[src/rtl/pipe_stage_reg.sv]
// Inter-stage pipeline register for the five-stage MIPS core: stall/flush control,
// Tuse/Tnew ageing, PC-preserving bubbles. Define PIPE_REG_EXC_EN to carry BD/ExcCode.
module pipe_stage_reg #(
  parameter int                 DATA_W   = 32,
  parameter int                 N_LANE   = 4,
  parameter int                 TW       = 2,
  parameter bit                 DECR     = 1'b1,
  parameter logic [DATA_W-1:0]  RESET_PC = DATA_W'(32'h0000_3000)
) (
  input  logic                     clk,
  input  logic                     reset_n,
  input  logic                     en,
  input  logic                     flush,
  input  logic                     keep_pc,
  input  logic                     valid_d,
  input  logic [DATA_W-1:0]        ins_d,
  input  logic [DATA_W-1:0]        pc_d,
  input  logic [4:0]               a3_d,
  input  logic [TW-1:0]            tuse_rs_d,
  input  logic [TW-1:0]            tuse_rt_d,
  input  logic [TW-1:0]            tnew_d,
  input  logic [N_LANE*DATA_W-1:0] lane_d,
  input  logic                     bd_d,
  input  logic [4:0]               exc_d,
  input  logic [4:0]               exc_local,
  output logic                     valid_q,
  output logic [DATA_W-1:0]        ins_q,
  output logic [DATA_W-1:0]        pc_q,
  output logic [4:0]               a3_q,
  output logic [TW-1:0]            tuse_rs_q,
  output logic [TW-1:0]            tuse_rt_q,
  output logic [TW-1:0]            tnew_q,
  output logic [N_LANE*DATA_W-1:0] lane_q,
  output logic                     bd_q,
  output logic [4:0]               exc_q,
  output logic [7:0]               stall_cnt
);

  // Saturating age step; the F/D instance passes timing counters through untouched.
  function automatic logic [TW-1:0] age(input logic [TW-1:0] x);
    if (!DECR) return x;
    return (x == '0) ? '0 : x - 1'b1;
  endfunction

  logic                     valid_nx;
  logic [DATA_W-1:0]        ins_nx;
  logic [DATA_W-1:0]        pc_nx;
  logic [4:0]               a3_nx;
  logic [TW-1:0]            tuse_rs_nx;
  logic [TW-1:0]            tuse_rt_nx;
  logic [TW-1:0]            tnew_nx;
  logic [N_LANE*DATA_W-1:0] lane_nx;
  logic [7:0]               stall_cnt_d;
  logic [7:0]               stall_cnt_q;

  always_comb begin
    valid_nx    = valid_q;
    ins_nx      = ins_q;
    pc_nx       = pc_q;
    a3_nx       = a3_q;
    tuse_rs_nx  = tuse_rs_q;
    tuse_rt_nx  = tuse_rt_q;
    tnew_nx     = tnew_q;
    lane_nx     = lane_q;
    stall_cnt_d = (stall_cnt_q == 8'hFF) ? stall_cnt_q : stall_cnt_q + 8'd1;
    if (flush) begin
      valid_nx    = 1'b0;
      ins_nx      = '0;
      pc_nx       = keep_pc ? pc_d : RESET_PC;
      a3_nx       = '0;
      tuse_rs_nx  = '1;
      tuse_rt_nx  = '1;
      tnew_nx     = '0;
      lane_nx     = '0;
      stall_cnt_d = '0;
    end else if (en) begin
      valid_nx    = valid_d;
      ins_nx      = ins_d;
      pc_nx       = pc_d;
      a3_nx       = a3_d;
      tuse_rs_nx  = age(tuse_rs_d);
      tuse_rt_nx  = age(tuse_rt_d);
      tnew_nx     = age(tnew_d);
      lane_nx     = lane_d;
      stall_cnt_d = '0;
    end
  end

  always_ff @(posedge clk or negedge reset_n) begin
    if (!reset_n) begin
      valid_q     <= 1'b0;
      ins_q       <= '0;
      pc_q        <= RESET_PC;
      a3_q        <= '0;
      tuse_rs_q   <= '1;
      tuse_rt_q   <= '1;
      tnew_q      <= '0;
      lane_q      <= '0;
      stall_cnt_q <= '0;
    end else begin
      valid_q     <= valid_nx;
      ins_q       <= ins_nx;
      pc_q        <= pc_nx;
      a3_q        <= a3_nx;
      tuse_rs_q   <= tuse_rs_nx;
      tuse_rt_q   <= tuse_rt_nx;
      tnew_q      <= tnew_nx;
      lane_q      <= lane_nx;
      stall_cnt_q <= stall_cnt_d;
    end
  end

  assign stall_cnt = stall_cnt_q;

`ifdef PIPE_REG_EXC_EN
  logic       bd_nx;
  logic [4:0] exc_nx;

  // Upstream exception is older, so it wins over one raised in this stage.
  always_comb begin
    bd_nx  = bd_q;
    exc_nx = exc_q;
    if (flush) begin
      bd_nx  = keep_pc ? bd_d : 1'b0;
      exc_nx = '0;
    end else if (en) begin
      bd_nx  = bd_d;
      exc_nx = (exc_d != 5'd0) ? exc_d : exc_local;
    end
  end

  always_ff @(posedge clk or negedge reset_n) begin
    if (!reset_n) begin
      bd_q  <= 1'b0;
      exc_q <= '0;
    end else begin
      bd_q  <= bd_nx;
      exc_q <= exc_nx;
    end
  end
`else
  logic unused_exc;
  assign unused_exc = ^{bd_d, exc_d, exc_local};
  assign bd_q       = 1'b0;
  assign exc_q      = '0;
`endif

endmodule

[config.mk]
export PLATFORM = sky130hd
export DESIGN_NAME = pipe_stage_reg
export DESIGN_NICKNAME = d
export VERILOG_FILES = /design/src/rtl/pipe_stage_reg.sv
export SDC_FILE = /design/constraint.sdc
export NUM_CORES = 1
export LEC_CHECK = 0
export CORE_AREA = 2 2 170 172
export CTS_BUF_LIST = sky130_fd_sc_hd__clkbuf_2
export DETAILED_ROUTE_END_ITERATION = 7
export DIE_AREA = 0 0 172 174
export GPL_ROUTABILITY_DRIVEN = 0
export HOLD_SLACK_MARGIN = 0.05
export SETUP_SLACK_MARGIN = 0.2
export SYNTH_ARGS = -nofsm -noshare
export SYNTH_HDL_FRONTEND = slang
export SYNTH_SLANG_ARGS = --single-unit
[constraint.sdc]
create_clock -name clk -period 1.6 [get_ports clk]
set_input_delay 0.48 -clock clk [delete_from_list [all_inputs] [get_ports clk]]
set_output_delay 0.48 -clock clk [all_outputs]
set_load 0.01 [all_outputs]
# After elaboration in Yosys (flattened, before gate mapping)
# Index checks and enable logic that the tools add are counted.
[totals]
regBits = 212
elab_cells = 42
output_inout_bits = 218
input_bits = 220
[classes]
muxes = 23
n_reduce_logical = 4
add_sub_neg = 4
eq_ne = 2
[op_table]
columns = ["op", "n"]
rows = [
  ["128-bit two-way mux", 2],
  ["32-bit two-way mux", 5],
  ["8-bit two-way mux", 3],
  ["2-bit two-way mux", 9],
  ["5-bit two-way mux", 2],
  ["8-bit by 1-bit adder with 8-bit output (second input constant)", 1],
  ["8-bit equality test (second input constant)", 1],
  ["2-bit zero test", 3],
  ["2-bit by 1-bit subtractor with 2-bit output (second input constant)", 3],
  ["3-bit != test (second input constant)", 1],
  ["1-bit two-way mux", 2],
  ["2-bit nonzero test", 1],
]

# Longest topological paths before layout
# Gate-level depths: netlist of run 1.
[depth]
word_depth = 4
ltp_mapped = 6

# Worst setup path after synthesis of run 1
# No wires, ideal clock.
[synth_path]
path_type = "input-to-reg"
from = "in en"
to = "reg pc_q[0]"
setup_slack_ns = 0.248
stages = 6
required_ns = 1.464
t_arrival_ns = 1.216
path_cell_list = "buf_2 > or2_1 > buf_6 > buf_4 > nand2_1 > a21oi_1"
[synth_via]
elab_chain_cells = 1
[synth_lines]
columns = ["element", "line", "source"]
rows = [
  ["from (decl)", "12", "input logic en,"],
  ["2-bit nonzero test (no line)", "--", ""],
  ["to (signal assigned)", "103", "pc_q <= pc_nx;"],
  ["to (decl)", "28", "output logic [DATA_W-1:0] pc_q,"],
]
# No other way between the ends.
# A chain may end at the register's enable or synchronous reset.

# Worst setup path in the final report of run 1
[layout_path]
from = "reg tuse_rs_q[1]"
to = "out tuse_rs_q[1]"
[layout_lines]
columns = ["element", "line", "source"]
rows = [
  ["from (decl)", "30", "output logic [TW-1:0] tuse_rs_q,"],
  ["from (signal assigned)", "105", "tuse_rs_q <= tuse_rs_nx;"],
]
# No word-level cell between the ends.

==> results of run 1 <==
## final cells by class
cell class	instances	area, um2
antenna	2	5.00
clock buffer	88	440
clock inverter	16	62.6
fill	2675	13800
inverter	1	3.75
multi-input combinational	490	3100
sequential	212	5310
tap	384	480
timing repair buffer	524	5010
## sequential cells by signal, indices dropped and copies added (netlist names)
register,flops
ins_q,32
tuse_rt_q,2
tnew_q,2
valid_q,1
a3_q,5
lane_q,128
tuse_rs_q,2
pc_q,32
stall_cnt,8
## cells in the final DEF, fill, tap and decap left out, drive strengths merged, types with 3 or more instances in the layout
| master | count |
|---|---|
| a21oi | 39 |
| a31oi | 5 |
| and3 | 3 |
| buf | 315 |
| clkbuf | 89 |
| clkdlybuf4s50 | 205 |
| clkinv | 15 |
| conb | 6 |
| dfrtp | 206 |
| dfstp | 6 |
| dlygate4sd3 | 3 |
| mux2i | 166 |
| nand2 | 74 |
| nand3 | 7 |
| nand3b | 3 |
| nor2 | 167 |
| nor3 | 4 |
| o21ai | 7 |
## power by group
group	internal (W)	total, W	leakage [nW]	switching (W)
clock network	0.00145	0.00374	0.398	0.00229
logic	0.00139	0.00239	4.23	0.000994
registers	0.00568	0.00587	2.78	0.000196
total	0.00852	0.0120	7.40	0.00348
## Yosys cell counts, types with 5 or more instances
cell type	count
a21oi_1	39
a31oi_1	5
buf_2	9
buf_4	35
clkbuf_1	9
dfrtp_1	206
dfstp_2	6
mux2i_1	166
nand2_1	74
nand3_1	7
nor2_1	166
o21ai_0	7
## timing repair
| action | CTS | global route |
|---|---|---|
| setup endpoints to repair | 212 | 220 |
| buffers inserted | 26 | 34 |
| resized for setup | 971 | 46 |
| pin swaps | 0 | 6 |
| hold endpoints to repair | 221 | 0 |
| hold buffers | 3 | 0 |
## metrics by stage
step | std cells | instance area (um2) | util, %
3_5_place_dp | 1548 | 13600 | 48.3
5_1_grt | 1717 | 14400 | 51.1
3_3_place_gp | 1548 | 13600 | 48.3
4_1_cts | 1681 | 13900 | 49.3
2_1_floorplan | 759 | 8720 | -
6_report | 1717 | 14400 | 51.1
## routing by layer
layer / GRT usage (%) / vias up / share of wire [%]
met5: 0 / - / 0
met4: 6.16 / 0 / 2.5
met3: 6.47 / 49 / 9.9
met2: 29.5 / 304 / 49
met1: 20.9 / 3568 / 39
li1: - / 3596 / -
## kinds of logic (layout without fill, tap and decap cells)
family | count (synthesis) | after routing
other | 1 | 8
buffers and inverters | 57 | 629
AOI/OAI and AO/OA | 52 | 52
muxes | 166 | 166
adders and majority gates | 1 | 1
and+or+nand+nor | 265 | 265
DFF | 212 | 212
## path summary, 6_finish.rpt
path,start,endpoint,slack (ps),cells past startpoint
worst max-delay path,tuse_rs_q[1],tuse_rs_q[1],-330,1
worst min-delay path,reset_n,a3_q[0],160,2
worst max register to register,stall_cnt[1],stall_cnt[6],240,6
worst min register to register,pc_q[12],pc_q[12],510,2
max in group asynchronous,reset_n,pc_q[12],800,3
min in group clk,pc_d[13],pc_q[13],220,3
==> summary.txt, run 1 <==
Logic synthesis
  • Synth Cell Area: between 0.008 and 0.009 mm2
  • Post-synth top area share: ~60%
  • Synth unique cells: 29
  • Post-Synth Simple-Gate Area: 12.3%
  • Ys Warns: 0
  • Post-synth top area cell: dfrtp_1
  • XOR/XNOR Fraction of Synth Area: 0%
  • Top cells by area, synth: dfrtp_1 59%, mux2i_1 19%, nor2_1 7.2%
  • Main combinational cell family by area after synthesis: multiplexers
  • Async set or reset register ratio after synthesis: 100%
  • Compound-Gate Fraction of Synth Area: approximately 3.1%
  • Top_reg_cell synth: dfrtp_1
  • Synth Instances: between 700 and 800
  • Post-synth EDFFs: 0
  • Post-synthesis adder-cell area fraction: less than 1%
  • Seq/Total Area, Yosys: between 60% and 70%
  • Multiplexer area fraction after synthesis: between 10% and 20%
  • Syn_area_per_cell: about 12 um2
  • FF+latch count, synth: ~210

STA
  • Worst Skew: 9.65 ps
  • Setup TNS: -45100 ps
  • Final max-slew violation count: 0
  • RSZ-0062 raised after global routing: yes
  • Period minus WS final: just under 2000 ps
  • Setup-failing EPs final: roughly 210
  • Final hold slack: roughly 160 ps
  • Final Hold Vio Count: 0
  • FMAX: 0.517 GHz
  • Final setup margin: -334 ps
  • Period utilisation layout: 121%

Flow run
  • Maxcap violations: 0

Clocking
  • H-tree levels: 2
  • Root Buffer: clkbuf_2
  • CTS tree: built
  • Clock buffer count from CTS: 57
  • Clock latency on the worst-skew pair: roughly 800 ps
  • CTS Buffer Depth: 3
  • Sink Count: roughly 210
  • Reg clk slew, reported paths: roughly 100 ps

Worst setup path
  • Critical path type: reg2out
  • Cell family with most CP delay: flip-flops
  • Largest fanout on the critical path: 2
  • Cell Chain, Critical Path: buf_6
  • Crit path buffers/inverters: 1
  • WP data arrival: between 1000 and 1500 ps
  • Type of origin of the critical path: flop
  • CP max stage cell: dfstp_2
  • Worst EP required: roughly 1100 ps
  • Max incr delay on CP: ~550 ps
  • Crit. End Element: primary output

Detailed routing
  • Vias: between 7000 and 8000
  • DRC viols: 0
  • Detailed Route WL: 28.1 mm
  • Post-DR vias/cell: about 4.4
  • Routed WL per cell: 16.3 um
  • Number of routed nets with antenna violations: 0
  • Drt pass-1 iters: 6
  • Initial DRC Count: around 220

Power and ir drop
  • Leak: between 7 and 8 nW
  • Power Density: around 830 mW/mm2
  • Max rail drop VDD: approximately 0.00045 V
  • Overall Power: around 0.012 W

Layout
  • Layout cells sized above 1: 32.1%
  • Net count, final: between 1500 and 2000
  • Synth-to-Final Area Change: 65.6%

Hold path
  • Hold crit path type: in2async

Place
  • Post-detail-place hpwl: 19.5 mm
  • PortBufs: 420
  • Post-place setup slack: 51.6 ps

Floorplanning
  • Die height: 174 um
  • Core area: roughly 0.028 mm2
  • Die W: between 150 and 200 um
  • Row cnt: between 60 and 70
  • Ports: between 400 and 500
  • Starting Density: a little over 30%
  • Die ar.: around 0.03 mm2

Status
  • Failing checks: setup timing
  • Status: finished with violations

Global routing
  • First-pass GRT wire length: about 42 mm
  • Total global routing overflow: 0
  • Initial antenna violation count: 2
  • Largest net degree at the start of global routing: ~90
  • Number of global-route vias before repair: between 7000 and 8000
  • Global Route Usage Sum: 17.7%
No activity file was read; power rests on OpenSTA's default activity.
==> run 2, diff against run 1 <==
Settings changed: CAP_MARGIN set to 10.
==> results of run 2 <==
Same layout as run 1: the final DEF is identical, and so are final timing and power.
==> run 3, diff against run 2 <==
Clock period 1.6 ns to 2.2 ns, I/O delays scaled along.
==> summary.txt, run 3 (synthesis gave the netlist of run 1 again) <==
Floorplanning
  • Core area: 0.0282 mm2
  • Starting Density: a little under a third
  • Die ar.: around 0.030 mm2
  • Ports: 438
  • Die W: approximately 170 um
  • Row cnt: 62
  • Die height: between 150 and 200 um

Worst setup path
  • Critical path type: reg2out
  • R2R setup slack: roughly 720 ps
  • RR Endpoint: stall_cnt[6]
  • Crit. End Element: primary output
  • Worst EP required: ~1500 ps
  • Type of origin of the critical path: flop
  • Reg2reg path depth: 5
  • WP data arrival: between 1000 and 1500 ps
  • Cell Chain, Critical Path: buf_6
  • Max incr delay on CP: 570 ps
  • Largest fanout on the critical path: 2
  • Cell family with most CP delay: flip-flops
  • Crit path buffers/inverters: 1
  • CP max stage cell: dfstp_2
  • R2R Path Start: stall_cnt[0]

Global routing
  • Number of global-route vias before repair: ~7500
  • Total global routing overflow: 0
  • Largest net degree at the start of global routing: 90
  • First-pass GRT wire length: about 42 mm
  • Initial antenna violation count: 2
  • Global Route Usage Sum: ~18%

STA
  • FMAX: 0.469 GHz
  • Final max-slew violation count: 0
  • Worst Skew: ~13 ps
  • Period utilisation layout: a little over nine tenths
  • Period minus WS final: 2130 ps
  • Final Hold Vio Count: 0
  • Setup-failing EPs final: 0
  • Final hold slack: ~280 ps
  • RSZ-0062 raised after global routing: yes

Detailed routing
  • Initial DRC Count: between 300 and 400
  • Drt pass-1 iters: 5
  • Number of routed nets with antenna violations: 0
  • Detailed Route WL: 28.1 mm
  • Routed WL per cell: 16.5 um
  • DRC viols: 0
  • Vias: 7481
  • Post-DR vias/cell: between 4 and 5

Clocking
  • CTS tree: built
  • H-tree levels: 2
  • Clock latency on the worst-skew pair: ~800 ps
  • Reg clk slew, reported paths: about 90 ps
  • CTS Buffer Depth: 3
  • Clock buffer count from CTS: 58
  • Root Buffer: clkbuf_2
  • Sink Count: ~210

Hold path
  • WHS Endpoint: tuse_rs_q[0]
  • Start point of the worst hold path: en
  • Hold depth: 3
  • Hold crit path type: in2reg

Layout
  • Layout Cells excl Fill: between 1500 and 2000
  • Largest regs: lane_q: 128 flops, ins_q: 32 flops, pc_q: 32 flops
  • Reg with most FFs: lane_q
  • Net count, final: 1492
  • Commonest non-fill, non-tap cell in the layout: clkdlybuf4s50_1
  • Synth-to-Final Area Change: 61.7%
  • Layout cells sized above 1: about a third
  • Most frequent cells in the layout: 205 x clkdlybuf4s50_1, 200 x dfrtp_1, 166 x mux2i_1, 166 x nor2_1, 118 x buf_6
  • Util after Layout: approximately 50%
  • Max reg flops: about 130

Power and ir drop
  • Max rail drop VDD: approximately 0.00032 V
  • Leak: 7.29 nW
  • Power Density: about 620 mW/mm2

Status
  • Status: completed

Place
  • DP Cell Count: about 1500
  • PortBufs: 420
  • Post-detail-place hpwl: roughly 19 mm

Flow run
  • Maxcap violations: 0
run 3: cell count changes in the layout (fill, tap and decap cells not counted), moves of 4 or more:
| cell | delta |
|---|---|
| dfrtp_1 | -6 |
| clkinv_1 | -6 |
| dfrtp_2 | +6 |
| clkbuf_2 | +6 |
| buf_6 | -10 |
| buf_12 | -9 |
| buf_2 | +9 |
| buf_4 | -4 |
run 3: power breakdown:
group / switching, W / internal, W
Clock: 0.00164 / 0.00111
Combinational: 0.000716 / 0.000962
Sequential: 0.000142 / 0.00413
run 3: how the worst max path moves through the flow:
stage / end / depth (start not counted) / slack (ps) / startpoint
3_5_place_dp: lane_q[93] / 4 / 310 / en
4_1_cts: tuse_rs_q[0] / 1 / -70 / tuse_rs_q[0]
6_report: tuse_rs_q[0] / 1 / 70 / tuse_rs_q[0]
3_3_place_gp: lane_q[78] / 4 / 330 / en
5_1_grt: tuse_rs_q[0] / 1 / -50 / tuse_rs_q[0]
2_1_floorplan: pc_q[0] / 6 / 670 / en
run 3: what timing repair did:
action,in CTS,in global routing
resized for setup,975,25
setup endpoints to repair,212,212
hold buffers,1,0
setup buffers,36,33
endpoints found under the hold margin,91,0
run 3: final cells by class:
type / instances / area, um2
Fill cell: 2721 / 14200
Sequential cell: 212 / 5320
Timing Repair Buffer: 508 / 4710
Multi-Input combinational cell: 490 / 3040
Tap cell: 384 / 480
Clock buffer: 94 / 470
Clock inverter: 10 / 40.0
Antenna cell: 2 / 5.00
Inverter: 1 / 3.75
run 3: routing by layer:
metal  track usage (%)  vias up  wire, um
li1                  -     3579         -
met1              21.5     3504     11200
met2              29.4      337     13400
met3              5.81       61      2700
met4              7.00        0       869
met5                 0        -         0
run 3: through the flow:
| step | cell area (um2) | power (W) | TNS, ps | worst slack, ps |
|---|---|---|---|---|
| finish | 14100 | 0.00870 | 0 | 68.9 |
| global route | 14100 | 0.00922 | -154 | -48.0 |
| CTS | 13700 | 0.00881 | -242 | -65.5 |
| detailed placement | 13300 | 0.00600 | 0 | 310 |
| global placement | 13300 | 0.00598 | 0 | 334 |
| floorplan | 8720 | 0.00492 | 0 | 668 |
==> RTL edit (settings of run 3) <==
Build with the macro `PIPE_REG_EXC_EN` defined.
--- a/src/rtl/pipe_stage_reg.sv
+++ b/src/rtl/pipe_stage_reg.sv
@@ -2,2 +2,4 @@
 // Tuse/Tnew ageing, PC-preserving bubbles. Define PIPE_REG_EXC_EN to carry BD/ExcCode.
+`define PIPE_REG_EXC_EN
+
 module pipe_stage_reg #(
Check against the original RTL: not equivalent (Yosys sat finds a counterexample within 4 cycles, from zero or initial values and one cycle with reset_n low).
==> RTL edit against run 3 <==
  * Wire length increased by 7.4%
  * Critical path type unchanged
  * Clock power increased by 3%
  * Setup slack improved by 1.8 ps
  * Design area increased by 2.7%
  * Total power increased by 3.3%
  * Area after synthesis increased by 2.7%
  * Hold slack improved by 44 ps
  * Sequential power increased by 3%
  * Register-to-register slack got worse by 120 ps
  * Sequential cell count increased by 6
  * Critical endpoint is now tuse_rt_q[0]
  * Synthesized cell count increased by 2.5%
  * Count of clock-buffer cells in the layout increased by 3
==> RTL edit: results (changes against run 3) <==
Drt
  – Vias: 7770 (+3.9%)
  – WL final: 30180 microns (+7.4%)
  – DRC Markers: 0 (unchanged)
  – Drt pass-1 iters: 4 (-1)
  – Wirelength per Cell: 17.44 microns (+5.6%)
  – 1st-iter DRT viols: 342 (+7.2%)

Clocking
  – CTS buffer count: 59 (+1.7%)
  – Root buf cell: clkbuf_2
  – Reg clk slew, reported paths: 110 ps (+20 ps)
  – H-tree depth: 2 (unchanged)
  – CTS max path bufs: 3 (unchanged)
  – Clk_lat worst skew: 810 ps (+30 ps)

Cells and area
  – Layout fillers: 2686 (-1.3%)
  – Largest registers: lane_q x128, ins_q x32, pc_q x32
  – Multi-input logic area: 3118 sq um (+2.5%)
  – Final net count: 1521 (+1.9%)
  – Layout cell share with drive strength beyond 1: 0.3071 (-0.009287)

Synth
  – Commonest cells post-synth: dfrtp_1, nor2_1, mux2i_1
  – Syn nets: just under 1000
  – Sequential area share after synthesis: 0.6109 (+0.0006529)
  – Yosys cell types: 32 (+10%)
  – Cells after Synth: 773 (+2.5%)
  – Yosys top cell area share: 0.5933 (+0.001132)
  – Post-synth ARST share: 1.000 (unchanged)
  – Synth area leaders: dfrtp_1, mux2i_1, nor2_1, nand2_1, a21oi_1
  – Synth Warn #: 0 (unchanged)

Place
  – DP Worst Slack: 175.5 ps (-134.6 ps)
  – HPWL Detailed: 20630 microns (+8.9%)
  – Inst Count DP: 1560 (+2.3%)
  – Port Buf Inserts: 437 (+4.0%)
  – Placed cell area: 13690 sq um (+2.6%)

Critical path
  – Kind of cell adding the most delay to the critical path: flip-flops
  – CP peak stage delay: 560 ps
  – Critical path's slowest cell: dfstp_2
  – CP Max Fanout: 2 (unchanged)
  – CP arrival: 1470 ps (about the same)

Pwr
  – Sw Ratio: 0.2898 (+0.002973)
  – Worst VDD drop: 0.3193 mV (-0.22%)
  – Leakage power total: 7.401 nW (+1.6%)

Timing
  – Final hold vios: 0 (unchanged)
  – Worst Tran Pin Value: 494.1 ps
  – Skew final: 37.42 ps (+24.34 ps)

Status
  – Status: complete, no violations

Global route
  – First-pass GRT wire length: 45550 microns (+8.1%)
  – GR Util All Layers: 0.1955 (+0.01734)
  – Initial antenna violation count: 1 (-1)
  – Largest net degree at the start of global routing: 93 (+3.3%)
  – Vias in the first global route: 7916 (+5.3%)

Worst hold path
  – Hold Path Class: input port to flip-flop
RTL edit: repair_timing:
action,4_1_cts,5_1_grt
hold buffers,1,0
endpoints found under the setup margin,218,218
hold endpoints to repair,73,0
setup buffers,31,31
gates resized for setup,1014,39
gates cloned,0,0
RTL edit: kinds of logic after synthesis:
kind of cell,count (synthesis),synth area share
and+or+nand+nor,275,0.1248
adders and majority gates,1,0.001399
AOI/OAI and AO/OA,58,0.03638
DFF,218,0.6109
buffers and inverters,55,0.04072
muxes,166,0.1858
RTL edit: final timing paths:
path | from | end | slack, ps | depth (start not counted)
setup / recovery | tuse_rt_q[0] | tuse_rt_q[0] | 70 | 1
hold / removal | flush | pc_q[4] | 330 | 5
setup reg to reg | stall_cnt[0] | stall_cnt[5] | 600 | 5
hold reg to reg | pc_q[13] | pc_q[13] | 510 | 2
max in group asynchronous | reset_n | tuse_rt_q[1] | 1210 | 3
min in group asynchronous | reset_n | ins_q[0] | 360 | 2
RTL edit: layout make-up:
type,instances,share of cell area
repair buffers,518,0.3359
multi-input cells,500,0.2157
clock buffers,97,0.03358
diodes,1,0.0001731
flip-flops and latches,218,0.3784
inverters,3,0.0007789
clock inverters,9,0.002337
well taps,384,0.03323
RTL edit: power groups by stage:
stage	clock network, mW	logic (mW)	registers [mW]
final	2.84	1.74	4.40
after global routing	3.26	1.88	4.43
after CTS	3.01	1.67	4.39
after detailed placement	0	1.74	4.45
after global placement	0	1.73	4.44
after floorplan	0	0.500	4.56
RTL edit: layer usage:
layer	GRT usage	wire (microns)	vias up
met5	0	0	-
met4	0.06618	829	0
met3	0.07923	3487	58
met2	0.3189	14290	366
met1	0.2336	11570	3661
li1	-	-	3685
